===== src/rtl/mem_access_unit_pkg.sv =====
// rtl/mem_access_unit_pkg.sv - mem_pkg: memory op and FSM state types, exception codes, decode helpers
package mem_pkg;

  typedef enum logic [3:0] {
    NONE = 4'd0,
    LW   = 4'd1,
    LH   = 4'd2,
    LHU  = 4'd3,
    LB   = 4'd4,
    LBU  = 4'd5,
    SW   = 4'd6,
    SH   = 4'd7,
    SB   = 4'd8
  } mem_op_t;

  typedef enum logic [1:0] {
    IDLE = 2'd0,
    REQ  = 2'd1,
    DONE = 2'd2
  } state_t;

  localparam logic [4:0] EXC_ADEL = 5'd4;
  localparam logic [4:0] EXC_ADES = 5'd5;

  function automatic logic is_load(mem_op_t op);
    return (op == LW) || (op == LH) || (op == LHU) || (op == LB) || (op == LBU);
  endfunction

  function automatic logic is_store(mem_op_t op);
    return (op == SW) || (op == SH) || (op == SB);
  endfunction

  // Word accesses need a 4-byte aligned address, halfword accesses 2-byte aligned
  function automatic logic misaligned(mem_op_t op, logic [1:0] off);
    case (op)
      LW, SW:      return off != 2'b00;
      LH, LHU, SH: return off[0];
      default:     return 1'b0;
    endcase
  endfunction

endpackage


===== src/rtl/mem_access_unit_load_align.sv =====
// rtl/mem_access_unit_load_align.sv - mem_load_align: load lane select/extend plus store byte enables and lane replication
module mem_load_align
  import mem_pkg::*;
(
  input  mem_op_t     op,
  input  logic [1:0]  offset,
  input  logic [31:0] word,
  input  logic [31:0] wdata,
  output logic [31:0] rdata,
  output logic [3:0]  be,
  output logic [31:0] wdata_rep
);
  logic [7:0]  byte_sel;
  logic [15:0] half_sel;

  // Pick the addressed lane, extend it for loads, and build lane enables/data for stores
  always_comb begin
    byte_sel  = word[{offset, 3'b000} +: 8];
    half_sel  = offset[1] ? word[31:16] : word[15:0];
    rdata     = word;
    be        = 4'b1111;
    wdata_rep = wdata;
    case (op)
      LB: begin
        rdata = {{24{byte_sel[7]}}, byte_sel};
        be    = 4'b0001 << offset;
      end
      LBU: begin
        rdata = {24'h0, byte_sel};
        be    = 4'b0001 << offset;
      end
      LH: begin
        rdata = {{16{half_sel[15]}}, half_sel};
        be    = offset[1] ? 4'b1100 : 4'b0011;
      end
      LHU: begin
        rdata = {16'h0, half_sel};
        be    = offset[1] ? 4'b1100 : 4'b0011;
      end
      SB: begin
        be        = 4'b0001 << offset;
        wdata_rep = {4{wdata[7:0]}};
      end
      SH: begin
        be        = offset[1] ? 4'b1100 : 4'b0011;
        wdata_rep = {2{wdata[15:0]}};
      end
      default: ;
    endcase
  end
endmodule


===== src/rtl/mem_access_unit.sv =====
// rtl/mem_access_unit.sv - M-stage load/store engine; MEM_TIMEOUT_EN adds a REQ-phase bus timeout
module mem_access_unit
  import mem_pkg::*;
#(
  parameter int TIMEOUT_CYCLES = 256
) (
  input  logic        clk,
  input  logic        clr_n,
  input  logic        flush,
  input  logic        valid_m,
  input  mem_op_t     mem_op,
  input  logic [31:0] addr,
  input  logic [31:0] wdata,
  output logic        stall_o,
  output logic [31:0] rdata_o,
  output logic        rdata_valid_o,
  output logic        exc_adel_o,
  output logic        exc_ades_o,
  output logic        bus_err_o,
  output logic        bus_req,
  output logic        bus_we,
  output logic [31:0] bus_addr,
  output logic [3:0]  bus_be,
  output logic [31:0] bus_wdata,
  input  logic        bus_ack,
  input  logic [31:0] bus_rdata
);
  state_t      state, state_nxt;
  mem_op_t     op_q;
  logic [1:0]  off_q;
  logic        flushed_q;
  logic [31:0] rdata_q;
  logic        misal, go, timeout, err_q, discard;
  mem_op_t     al_op;
  logic [1:0]  al_off;
  logic [31:0] al_rdata, al_wdata;
  logic [3:0]  al_be;

  assign misal = misaligned(mem_op, addr[1:0]);
  assign go    = valid_m & (is_load(mem_op) | is_store(mem_op)) & ~misal & ~flush;

  assign exc_adel_o = valid_m & (state == IDLE) & is_load(mem_op) & misal;
  assign exc_ades_o = valid_m & (state == IDLE) & is_store(mem_op) & misal;

  assign discard = flushed_q | flush;

  assign al_op  = (state == IDLE) ? mem_op : op_q;
  assign al_off = (state == IDLE) ? addr[1:0] : off_q;

  mem_load_align u_align (
    .op        (al_op),
    .offset    (al_off),
    .word      (bus_rdata),
    .wdata     (wdata),
    .rdata     (al_rdata),
    .be        (al_be),
    .wdata_rep (al_wdata)
  );

`ifdef MEM_TIMEOUT_EN
  localparam int CW = $clog2(TIMEOUT_CYCLES + 1);
  logic [CW-1:0] req_cnt;

  assign timeout = (state == REQ) & ~bus_ack & (req_cnt == CW'(TIMEOUT_CYCLES - 1));

  always_ff @(posedge clk) begin
    if (!clr_n) begin
      req_cnt <= '0;
    end else if ((state == REQ) && !bus_ack && !timeout) begin
      req_cnt <= req_cnt + CW'(1);
    end else begin
      req_cnt <= '0;
    end
  end

  always_ff @(posedge clk) begin
    if (!clr_n) begin
      err_q <= 1'b0;
    end else begin
      err_q <= timeout & (state_nxt == DONE);
    end
  end
`else
  assign timeout = 1'b0;
  assign err_q   = 1'b0;
`endif

  assign bus_err_o     = err_q;
  assign rdata_o       = rdata_q;
  assign rdata_valid_o = (state == DONE) & is_load(op_q) & ~flush & ~err_q;

  always_ff @(posedge clk) begin
    if (!clr_n) begin
      state <= IDLE;
    end else begin
      state <= state_nxt;
    end
  end

  always_comb begin
    state_nxt = state;
    stall_o   = 1'b0;
    case (state)
      IDLE: begin
        stall_o = go;
        if (go) state_nxt = REQ;
      end
      REQ: begin
        stall_o = 1'b1;
        if (bus_ack || timeout) state_nxt = discard ? IDLE : DONE;
      end
      DONE:    state_nxt = IDLE;
      default: state_nxt = IDLE;
    endcase
  end

  always_ff @(posedge clk) begin
    if (!clr_n) begin
      op_q      <= NONE;
      off_q     <= 2'b00;
      flushed_q <= 1'b0;
      rdata_q   <= 32'h0;
      bus_req   <= 1'b0;
      bus_we    <= 1'b0;
      bus_addr  <= 32'h0;
      bus_be    <= 4'h0;
      bus_wdata <= 32'h0;
    end else begin
      bus_req <= (state_nxt == REQ);
      if ((state == IDLE) && go) begin
        op_q      <= mem_op;
        off_q     <= addr[1:0];
        flushed_q <= 1'b0;
        bus_we    <= is_store(mem_op);
        bus_addr  <= {addr[31:2], 2'b00};
        bus_be    <= al_be;
        bus_wdata <= al_wdata;
      end
      if ((state == REQ) && flush) flushed_q <= 1'b1;
      if ((state == REQ) && bus_ack) rdata_q <= al_rdata;
    end
  end
endmodule

===== config.mk =====
export PLATFORM = sky130hd
export DESIGN_NAME = mem_access_unit
export DESIGN_NICKNAME = d
export VERILOG_FILES = /design/src/rtl/mem_access_unit_pkg.sv /design/src/rtl/mem_access_unit_load_align.sv /design/src/rtl/mem_access_unit.sv
export SDC_FILE = /design/constraint.sdc
export NUM_CORES = 1
export LEC_CHECK = 0
export CORE_UTILIZATION = 58
export DETAILED_ROUTE_END_ITERATION = 8
export DONT_BUFFER_PORTS = 1
export HOLD_SLACK_MARGIN = 0.15
export PLACE_DENSITY = 0.86
export REMOVE_ABC_BUFFERS = 1
export SLEW_MARGIN = 20
export SYNTH_ARGS = -nofsm -noshare
export SYNTH_HDL_FRONTEND = slang
export SYNTH_HIERARCHICAL = 1
export SYNTH_SLANG_ARGS = --single-unit

===== constraint.sdc =====
create_clock -name clk -period 2.5 [get_ports clk]
set_input_delay 0.25 -clock clk [delete_from_list [all_inputs] [get_ports clk]]
set_output_delay 0.25 -clock clk [all_outputs]
set_load 0.03 [all_outputs]

==> out/summary.json, run 1 <==
{
  "cts_buffer_depth": {"value": 2},
  "synth.area.mux_share": {"value": 18.7, "unit": "%"},
  "clk_root_buffer_cell": {"value": "sky130_fd_sc_hd__clkbuf_8"},
  "placed_area": {"value": 0.00569, "unit": "sq mm"},
  "ys_types": {"value": 63},
  "ys_ff_latch": {"value": 109},
  "post_route_cells_drive_above_1_share": {"value": 9.33, "unit": "%"},
  "design.die.area": {"value": 0.0103, "unit": "sq mm"},
  "crit_path_kind": {"value": "reg -> reg"},
  "routed-via-count": {"value": 5358},
  "numCtsBuffers": {"value": 9},
  "synth.most_common_cell": {"value": "sky130_fd_sc_hd__nand2_1"},
  "clock-skew-final": {"value": 0.0135, "unit": "ns"},
  "final_area": {"value": 0.00716, "unit": "sq mm"},
  "crit_path_end_kind": {"value": "flop"},
  "grt_first_pass_wirelength": {"value": 26600, "unit": "um"},
  "synth_area_leader_cell": {"value": "sky130_fd_sc_hd__dfxtp_1"},
  "leakagePower": {"value": 2.83, "unit": "nW"},
  "gr_ovfl_total": {"value": 0},
  "first_pass_iters": {"value": 5},
  "synth_compound_area_share": {"value": 13.7, "unit": "%"},
  "initial_utilization": {"value": 59.5, "unit": "%"},
  "crit_fanout": {"value": 16},
  "cts.clk_slew.worst_paths": {"value": 0.10, "unit": "ns"},
  "worstSkewPairLatency": {"value": 0.37, "unit": "ns"},
  "synth_top_family_by_area": {"value": "simple AND/OR/NAND/NOR gates"},
  "avgSynthCellArea": {"value": 8.55, "unit": "sq um"},
  "relSlewSlack": {"value": 55.0, "unit": "%"},
  "antenna_violating_nets_post_route": {"value": 0},
  "worst_slew_pin_slew": {"value": 0.678, "unit": "ns"},
  "detail_route.iter0.violations": {"value": 261},
  "timing.reg2reg.setup_slack": {"value": 0.12, "unit": "ns"},
  "clock_sinks": {"value": 109},
  "tritoncts": {"value": "built"},
  "vias_per_cell": {"value": 5.91},
  "timing.final.crit_share": {"value": 95.4, "unit": "%"},
  "worst_setup_path_start_kind": {"value": "flop"},
  "pwrdens": {"value": 507, "unit": "mW/mm^2"},
  "die_h": {"value": 102, "unit": "um"},
  "yosysWarningCount": {"value": 6},
  "synth.top_cells.by_area": {"value": "sky130_fd_sc_hd__dfxtp_1 (38%), sky130_fd_sc_hd__nand2_1 (16%), sky130_fd_sc_hd__mux2i_1 (14%), sky130_fd_sc_hd__mux2_2 (4.1%), sky130_fd_sc_hd__a21boi_1 (3.9%)"},
  "arrival": {"value": 2.64, "unit": "ns"},
  "worst_hold_slack": {"value": 0.158, "unit": "ns"},
  "postSynthCellCount": {"value": 674},
  "h-tree-depth": {"value": 3},
  "final_period_minus_worst_setup_slack": {"value": 2.38, "unit": "ns"},
  "max_freq": {"value": 419, "unit": "MHz"},
  "cp.required": {"value": 2.75, "unit": "ns"},
  "grt.total_usage": {"value": 33.5, "unit": "%"},
  "place_congestion": {"value": 0.889},
  "floorplan_core_area": {"value": 0.00968, "unit": "sq mm"},
  "synthesis_to_finish_area_growth": {"value": 24.3, "unit": "%"},
  "dieWidth": {"value": 102, "unit": "um"},
  "synthSimpleGateAreaFrac": {"value": 21.7, "unit": "%"},
  "synthTopCellsByCount": {"value": "sky130_fd_sc_hd__nand2_1 (250), sky130_fd_sc_hd__dfxtp_1 (109), sky130_fd_sc_hd__mux2i_1 (83), sky130_fd_sc_hd__a21boi_1 (30), sky130_fd_sc_hd__clkbuf_1 (29)"},
  "via_count_of_the_first_global_routing_pass": {"value": 5444},
  "synth_xor_area_share": {"value": 0, "unit": "%"},
  "fin_hold_viols": {"value": 0},
  "timing.max_cap.violations": {"value": 0},
  "total_detailed_routing_wirelength": {"value": 17700, "unit": "um"},
  "startpoint": {"value": "state[0]"},
  "post_drt_wl_per_cell": {"value": 19.5, "unit": "um"},
  "post-dp-hpwl": {"value": 9870, "unit": "um"},
  "max-vdd-ir-drop": {"value": 323, "unit": "uV"},
  "status": {"value": "finished clean"},
  "grt_start_max_net_pins": {"value": 127},
  "input_output_buffers": {"value": 0},
  "drt_drc_violations_left": {"value": 0},
  "worst_hold_path_class": {"value": "in -> reg"},
  "synth_enable_flop_cells": {"value": 0},
  "regToRegEndpoint": {"value": "bus_wdata[20]"},
  "reg2regPathDepth": {"value": 10},
  "synth_ff_type": {"value": "sky130_fd_sc_hd__dfxtp_1"},
  "row_count": {"value": 36},
  "grt_antenna_before_repair": {"value": 1},
  "synth_sequential_area_ratio": {"value": 37.9, "unit": "%"},
  "critical_path_end": {"value": "bus_wdata[20]"},
  "r2r_start": {"value": "state[0]"},
  "synth_top_area_share": {"value": 37.9, "unit": "%"},
  "fraction_of_the_mapped_netlist_area_in_adder_cells": {"value": 0, "unit": "%"},
  "layout.nets": {"value": 874},
  "timing.final.max_slew_violations": {"value": 0},
  "finalSetupViolCount": {"value": 0},
  "netlist_area": {"value": 0.00576, "unit": "sq mm"},
  "io_count": {"value": 212},
  "async_flop_share": {"value": 0, "unit": "%"}
}
[routing by layer]
layer  up-vias  track usage, %  wire, um
li1       2461               -         -
met2       304            58.8      8930
met5         -               0         0
met1      2542            36.8      6390
met4         0            14.7       501
met3        51            11.1      1880
[kinds of logic after synthesis]
logic type | count (synthesis)
flops | 109
buf+inv | 66
other cells | 1
mux | 105
compound gates | 97
simple gates | 296
[timing repair]
action                                  in CTS  in global routing
setup buffers                                0                  2
pin swaps                                    0                  2
resized for setup                            1                 10
endpoints found under the hold margin      109                  0
endpoints found under the setup margin       1                 60
hold buffers                               121                  0
gates cloned                                 0                  0
[cells in the final DEF (no fill, tap or decap), types with 5 or more instances in the layout]
cell                            count
sky130_fd_sc_hd__mux2i_1           83
sky130_fd_sc_hd__a21o_1             8
sky130_fd_sc_hd__o21ai_0            6
sky130_fd_sc_hd__nor2_1            12
sky130_fd_sc_hd__a221o_1           14
sky130_fd_sc_hd__nand2_1          250
sky130_fd_sc_hd__nand2b_1           6
sky130_fd_sc_hd__mux2_2            20
sky130_fd_sc_hd__clkbuf_8           9
sky130_fd_sc_hd__dfxtp_1          109
sky130_fd_sc_hd__inv_1              5
sky130_fd_sc_hd__a21boi_1          30
sky130_fd_sc_hd__dlygate4sd3_1    120
sky130_fd_sc_hd__a22o_1             9
sky130_fd_sc_hd__buf_4             16
[through the flow]
step	std cells	setup TNS [ns]	worst slack (ns)	total power, mW	utilization (%)
floorplan	616	-4.18	-0.266	2.30	-
global placement	768	0	0.116	2.39	58.8
detailed placement	768	0	0.00536	2.41	58.8
CTS	903	0	0.0156	3.59	73.3
global route	906	-0.0140	-0.00708	3.76	74.0
finish	906	0	0.116	3.63	74.0
[sequential cells by signal, indices dropped and copies added (netlist names), 2 cells and up]
signal and flops:
op_q 4, bus_wdata 32, rdata_o 32, bus_be 4, off_q 2, state 2
bus_addr 30
[area by class of cell]
type / instances / area (sq um)
Multi-Input combinational cell: 501 / 3170
Fill cell: 673 / 2520
Sequential cell: 109 / 2180
Timing Repair Buffer: 142 / 1440
Tap cell: 133 / 166
Clock buffer: 10 / 128
Clock inverter: 4 / 51.3
Inverter: 6 / 22.5
Antenna cell: 1 / 2.50
[worst min path at each step]
stage	startpoint	to	slack [ns]	cells past startpoint
after floorplan	flush	state[1]	0.33	1
after global placement	flush	state[1]	0.34	1
after detailed placement	flush	state[1]	0.33	1
after CTS	wdata[29]	bus_wdata[29]	0.15	3
after global routing	bus_rdata[7]	rdata_o[7]	0.17	3
final	wdata[29]	bus_wdata[29]	0.16	3
[worst max-delay path: stages, from the launching register on]
cell and delay [ns]:
sky130_fd_sc_hd__dfxtp_1 0.35, sky130_fd_sc_hd__nor2_4 0.17, sky130_fd_sc_hd__buf_4 0.15, sky130_fd_sc_hd__mux2_2 0.39
sky130_fd_sc_hd__nor4_4 0.32, sky130_fd_sc_hd__buf_6 0.20, sky130_fd_sc_hd__nor2_4 0.06, sky130_fd_sc_hd__buf_12 0.15
sky130_fd_sc_hd__mux2_2 0.28, sky130_fd_sc_hd__nand2_1 0.09, sky130_fd_sc_hd__mux2i_1 0.10
[power breakdown]
part           switching, mW  total, mW  internal (mW)
registers              0.143       1.93           1.79
logic                  0.312      0.649          0.337
clock network          0.594       1.05          0.454
No activity file was read; power rests on OpenSTA's default activity.
==> inputs of run 2 (changes only) <==
Clock period 2.5 ns to 2.1 ns, I/O delays scaled along.
==> run 2 against run 1 <==
  * The flow now finishes with violations (negative setup slack)
  * Global-route usage is 4.1 points higher
  * Fmax up 3.6%
  * Sequential share of layout area decreased by 3.1 points
  * Count of clock-buffer cells in the layout increased by 1
  * Clock power rose by 30%
  * Register-to-register slack got worse by 0.32 ns
  * Utilization rose by 8.6 points
  * First-iteration DRC count increased by 5.4%
  * Total power grew 26%
  * Non-clock buffer count grew 62
  * Critical endpoint is now bus_wdata[21]
  * Largest power group unchanged
==> out/summary.json, run 2 (synthesized netlist as in run 1, its figures left out) <==
{
  "timing.final.max_slew_violations": {"value": 0, "change": "unchanged"},
  "antenna_cells_inserted": {"value": 0, "change": "-1"},
  "critPathSlowestCell": {"value": "sky130_fd_sc_hd__mux2_2"},
  "seqCellArea": {"value": 0.00218, "unit": "sq mm", "change": "+0.12%"},
  "die_h": {"value": 102, "unit": "um", "change": "unchanged"},
  "floorplan_core_area": {"value": 0.00968, "unit": "sq mm", "change": "unchanged"},
  "multiInputGateArea": {"value": 0.00337, "unit": "sq mm", "change": "+6.4%"},
  "detail_route.iter0.violations": {"value": 275, "change": "+5.4%"},
  "finalSetupViolCount": {"value": 56, "change": "+56"},
  "tritoncts": {"value": "built"},
  "initial_utilization": {"value": 59.5, "unit": "%", "change": "unchanged"},
  "clock_sinks": {"value": 109, "change": "unchanged"},
  "critical_path_cell_by_cell": {"value": "nor2_4 -> buf_6 -> buf_4 -> mux2_4 -> and3_4 -> nor2_4 -> buf_12 -> mux2_2 -> nand2_1 -> mux2i_1"},
  "place_congestion": {"value": 0.890, "change": "+0.10%"},
  "max_freq": {"value": 435, "unit": "MHz", "change": "+3.6%"},
  "critical-path-top-cell-by-count": {"value": "sky130_fd_sc_hd__nor2_4"},
  "worst_setup_path_start_kind": {"value": "flop"},
  "clk_root_buffer_cell": {"value": "sky130_fd_sc_hd__clkbuf_8"},
  "row_count": {"value": 36, "change": "unchanged"},
  "fin_hold_viols": {"value": 0, "change": "unchanged"},
  "grt.total_usage": {"value": 37.6, "unit": "%", "change": "+4.1 points"},
  "input_output_buffers": {"value": 0, "change": "unchanged"},
  "via_count_of_the_first_global_routing_pass": {"value": 5764, "change": "+5.9%"},
  "fill_count": {"value": 489, "change": "-27%"},
  "routed-via-count": {"value": 5881, "change": "+9.8%"},
  "violations": {"value": "negative setup slack"},
  "crit_path_end_kind": {"value": "flop"},
  "critical-path-top-delay-family": {"value": "multiplexers"},
  "grt_antenna_before_repair": {"value": 0, "change": "-1"},
  "first_pass_iters": {"value": 6, "change": "+1"},
  "final_period_minus_worst_setup_slack": {"value": 2.30, "unit": "ns", "change": "-0.0829 ns"},
  "design.die.area": {"value": 0.0103, "unit": "sq mm", "change": "unchanged"},
  "cts.clk_slew.worst_paths": {"value": 0.11, "unit": "ns", "change": "about the same"},
  "leakagePower": {"value": 2.96, "unit": "nW", "change": "+4.5%"},
  "layout.nets": {"value": 938, "change": "+7.3%"},
  "place_ws": {"value": -0.367, "unit": "ns", "change": "-0.372 ns"},
  "post_route_cells_drive_above_1_share": {"value": 14.9, "unit": "%", "change": "+5.6 points"},
  "crit_path_kind": {"value": "reg -> reg"},
  "vias_per_cell": {"value": 6.06, "change": "+2.4%"},
  "dieWidth": {"value": 102, "unit": "um", "change": "unchanged"},
  "grt_first_pass_wirelength": {"value": 29600, "unit": "um", "change": "+11%"},
  "grt_start_max_net_pins": {"value": 181, "change": "+43%"},
  "slowest_stage_delay_on_critical_path": {"value": 0.36, "unit": "ns", "change": "-0.03 ns"},
  "worst_hold_path_class": {"value": "in -> reg"},
  "setup-tns-final": {"value": -5.74, "unit": "ns", "change": "-5.74 ns"},
  "status": {"value": "complete, but fails checks"},
  "mostFrequentLayoutCells": {"value": "sky130_fd_sc_hd__nand2_1 (238), sky130_fd_sc_hd__dlygate4sd3_1 (161), sky130_fd_sc_hd__dfxtp_1 (107), sky130_fd_sc_hd__mux2i_1 (81)"},
  "fin_cells": {"value": 971, "change": "+7.2%"},
  "post-dp-hpwl": {"value": 9850, "unit": "um", "change": "-0.21%"},
  "crit_fanout": {"value": 8, "change": "-8"},
  "rsz_0062_raised_after_global_routing": {"value": "true"},
  "dp_cells": {"value": 784, "change": "+2.1%"},
  "timing.final.crit_share": {"value": 110, "unit": "%", "change": "+14 points"},
  "drt_drc_violations_left": {"value": 0, "change": "unchanged"},
  "cp.required": {"value": 2.38, "unit": "ns", "change": "-0.37 ns"},
  "total_detailed_routing_wirelength": {"value": 20800, "unit": "um", "change": "+17%"},
  "arrival": {"value": 2.58, "unit": "ns", "change": "-0.06 ns"},
  "numCtsBuffers": {"value": 9, "change": "unchanged"},
  "clock-skew-final": {"value": 0.0127, "unit": "ns", "change": "-0.000857 ns"},
  "h-tree-depth": {"value": 3, "change": "unchanged"},
  "critPathBufInv": {"value": 3, "change": "unchanged"},
  "timing.max_cap.violations": {"value": 0, "change": "unchanged"},
  "fin_total_pwr": {"value": 4.56, "unit": "mW", "change": "+26%"},
  "antenna_violating_nets_post_route": {"value": 0, "change": "unchanged"},
  "io_count": {"value": 212, "change": "unchanged"},
  "setup_ws": {"value": -0.201, "unit": "ns", "change": "-0.317 ns"},
  "layout.cells.most_common": {"value": "sky130_fd_sc_hd__nand2_1"},
  "cts_buffer_depth": {"value": 2, "change": "unchanged"},
  "post_drt_wl_per_cell": {"value": 21.4, "unit": "um", "change": "+9.5%"},
  "synthesis_to_finish_area_growth": {"value": 38.7, "unit": "%"},
  "pwrdens": {"value": 570, "unit": "mW/mm^2", "change": "+12%"},
  "max-vdd-ir-drop": {"value": 404, "unit": "uV", "change": "+25%"},
  "worstSkewPairLatency": {"value": 0.39, "unit": "ns", "change": "+0.02 ns"},
  "gr_ovfl_total": {"value": 0, "change": "unchanged"},
  "final_core_utilization": {"value": 82.6, "unit": "%", "change": "+8.6 points"}
}
[run 2: cell types whose count changed in the layout (fill, tap and decap cells not counted), sizes merged]
cell | previous run | this run
buf | 22 | 41
bufbuf | 0 | 1
clkbuf | 10 | 12
clkinv | 2 | 1
clkinvlp | 1 | 2
diode | 1 | 0
dlygate4sd3 | 120 | 161
inv | 6 | 7
mux2 | 22 | 23
o21bai | 2 | 3
[run 2: routing by layer]
layer | up-vias | part of all wire, % | track usage (%)
li1 | 2582 | - | -
met1 | 2786 | 34 | 40.1
met2 | 411 | 49 | 66.1
met3 | 102 | 11 | 12.6
met4 | 0 | 4.9 | 19.3
met5 | - | 0 | 0
[run 2: worst min-delay path, cell delays in order]
cell and delay [ns]:
sky130_fd_sc_hd__nand2_1 0.03, sky130_fd_sc_hd__nand2_1 0.04, sky130_fd_sc_hd__nand2_1 0.05, sky130_fd_sc_hd__a21boi_1 0.05
[run 2: layout make-up]
class                      count  share of cell area (%)
clock inverter                 5                   0.735
multi-input combinational    503                    42.2
timing repair buffer         204                    25.6
inverter                       6                   0.282
tap                          133                    2.08
sequential                   109                    27.3
clock buffer                  11                    1.77
[run 2: what timing repair did]
item,4_1_cts,5_1_grt
buffers inserted,2,5
hold buffers,159,2
endpoints found under the hold margin,109,60
cloned,1,3
gates resized for setup,27,37
setup endpoints to repair,60,60
pin swaps,8,22
[run 2: final timing paths]
check                                   start            end  slack (ns)  cells after the start
worst max-delay path                 state[0]  bus_wdata[21]       -0.20                     10
worst min register to register     rdata_o[5]     rdata_o[5]        0.61                      2
worst min-delay path            bus_rdata[30]    rdata_o[30]        0.04                      4
worst max register to register       state[0]  bus_wdata[21]       -0.20                     10
[run 2: stage by stage]
step | area [sq um] | hold slack, ns
floorplan | 5340 | 0.287
global placement | 5820 | 0.298
detailed placement | 5820 | 0.297
CTS | 7760 | -0.0267
global route | 8000 | -0.0251
finish | 8000 | 0.0368
[run 2: where the power goes]
| part | total (mW) | internal, mW | leakage, nW | switching (mW) |
|---|---|---|---|---|
| Combinational | 0.890 | 0.486 | 1.98 | 0.404 |
| Clock | 1.36 | 0.588 | 0.0959 | 0.772 |
| Sequential | 2.31 | 2.13 | 0.884 | 0.177 |
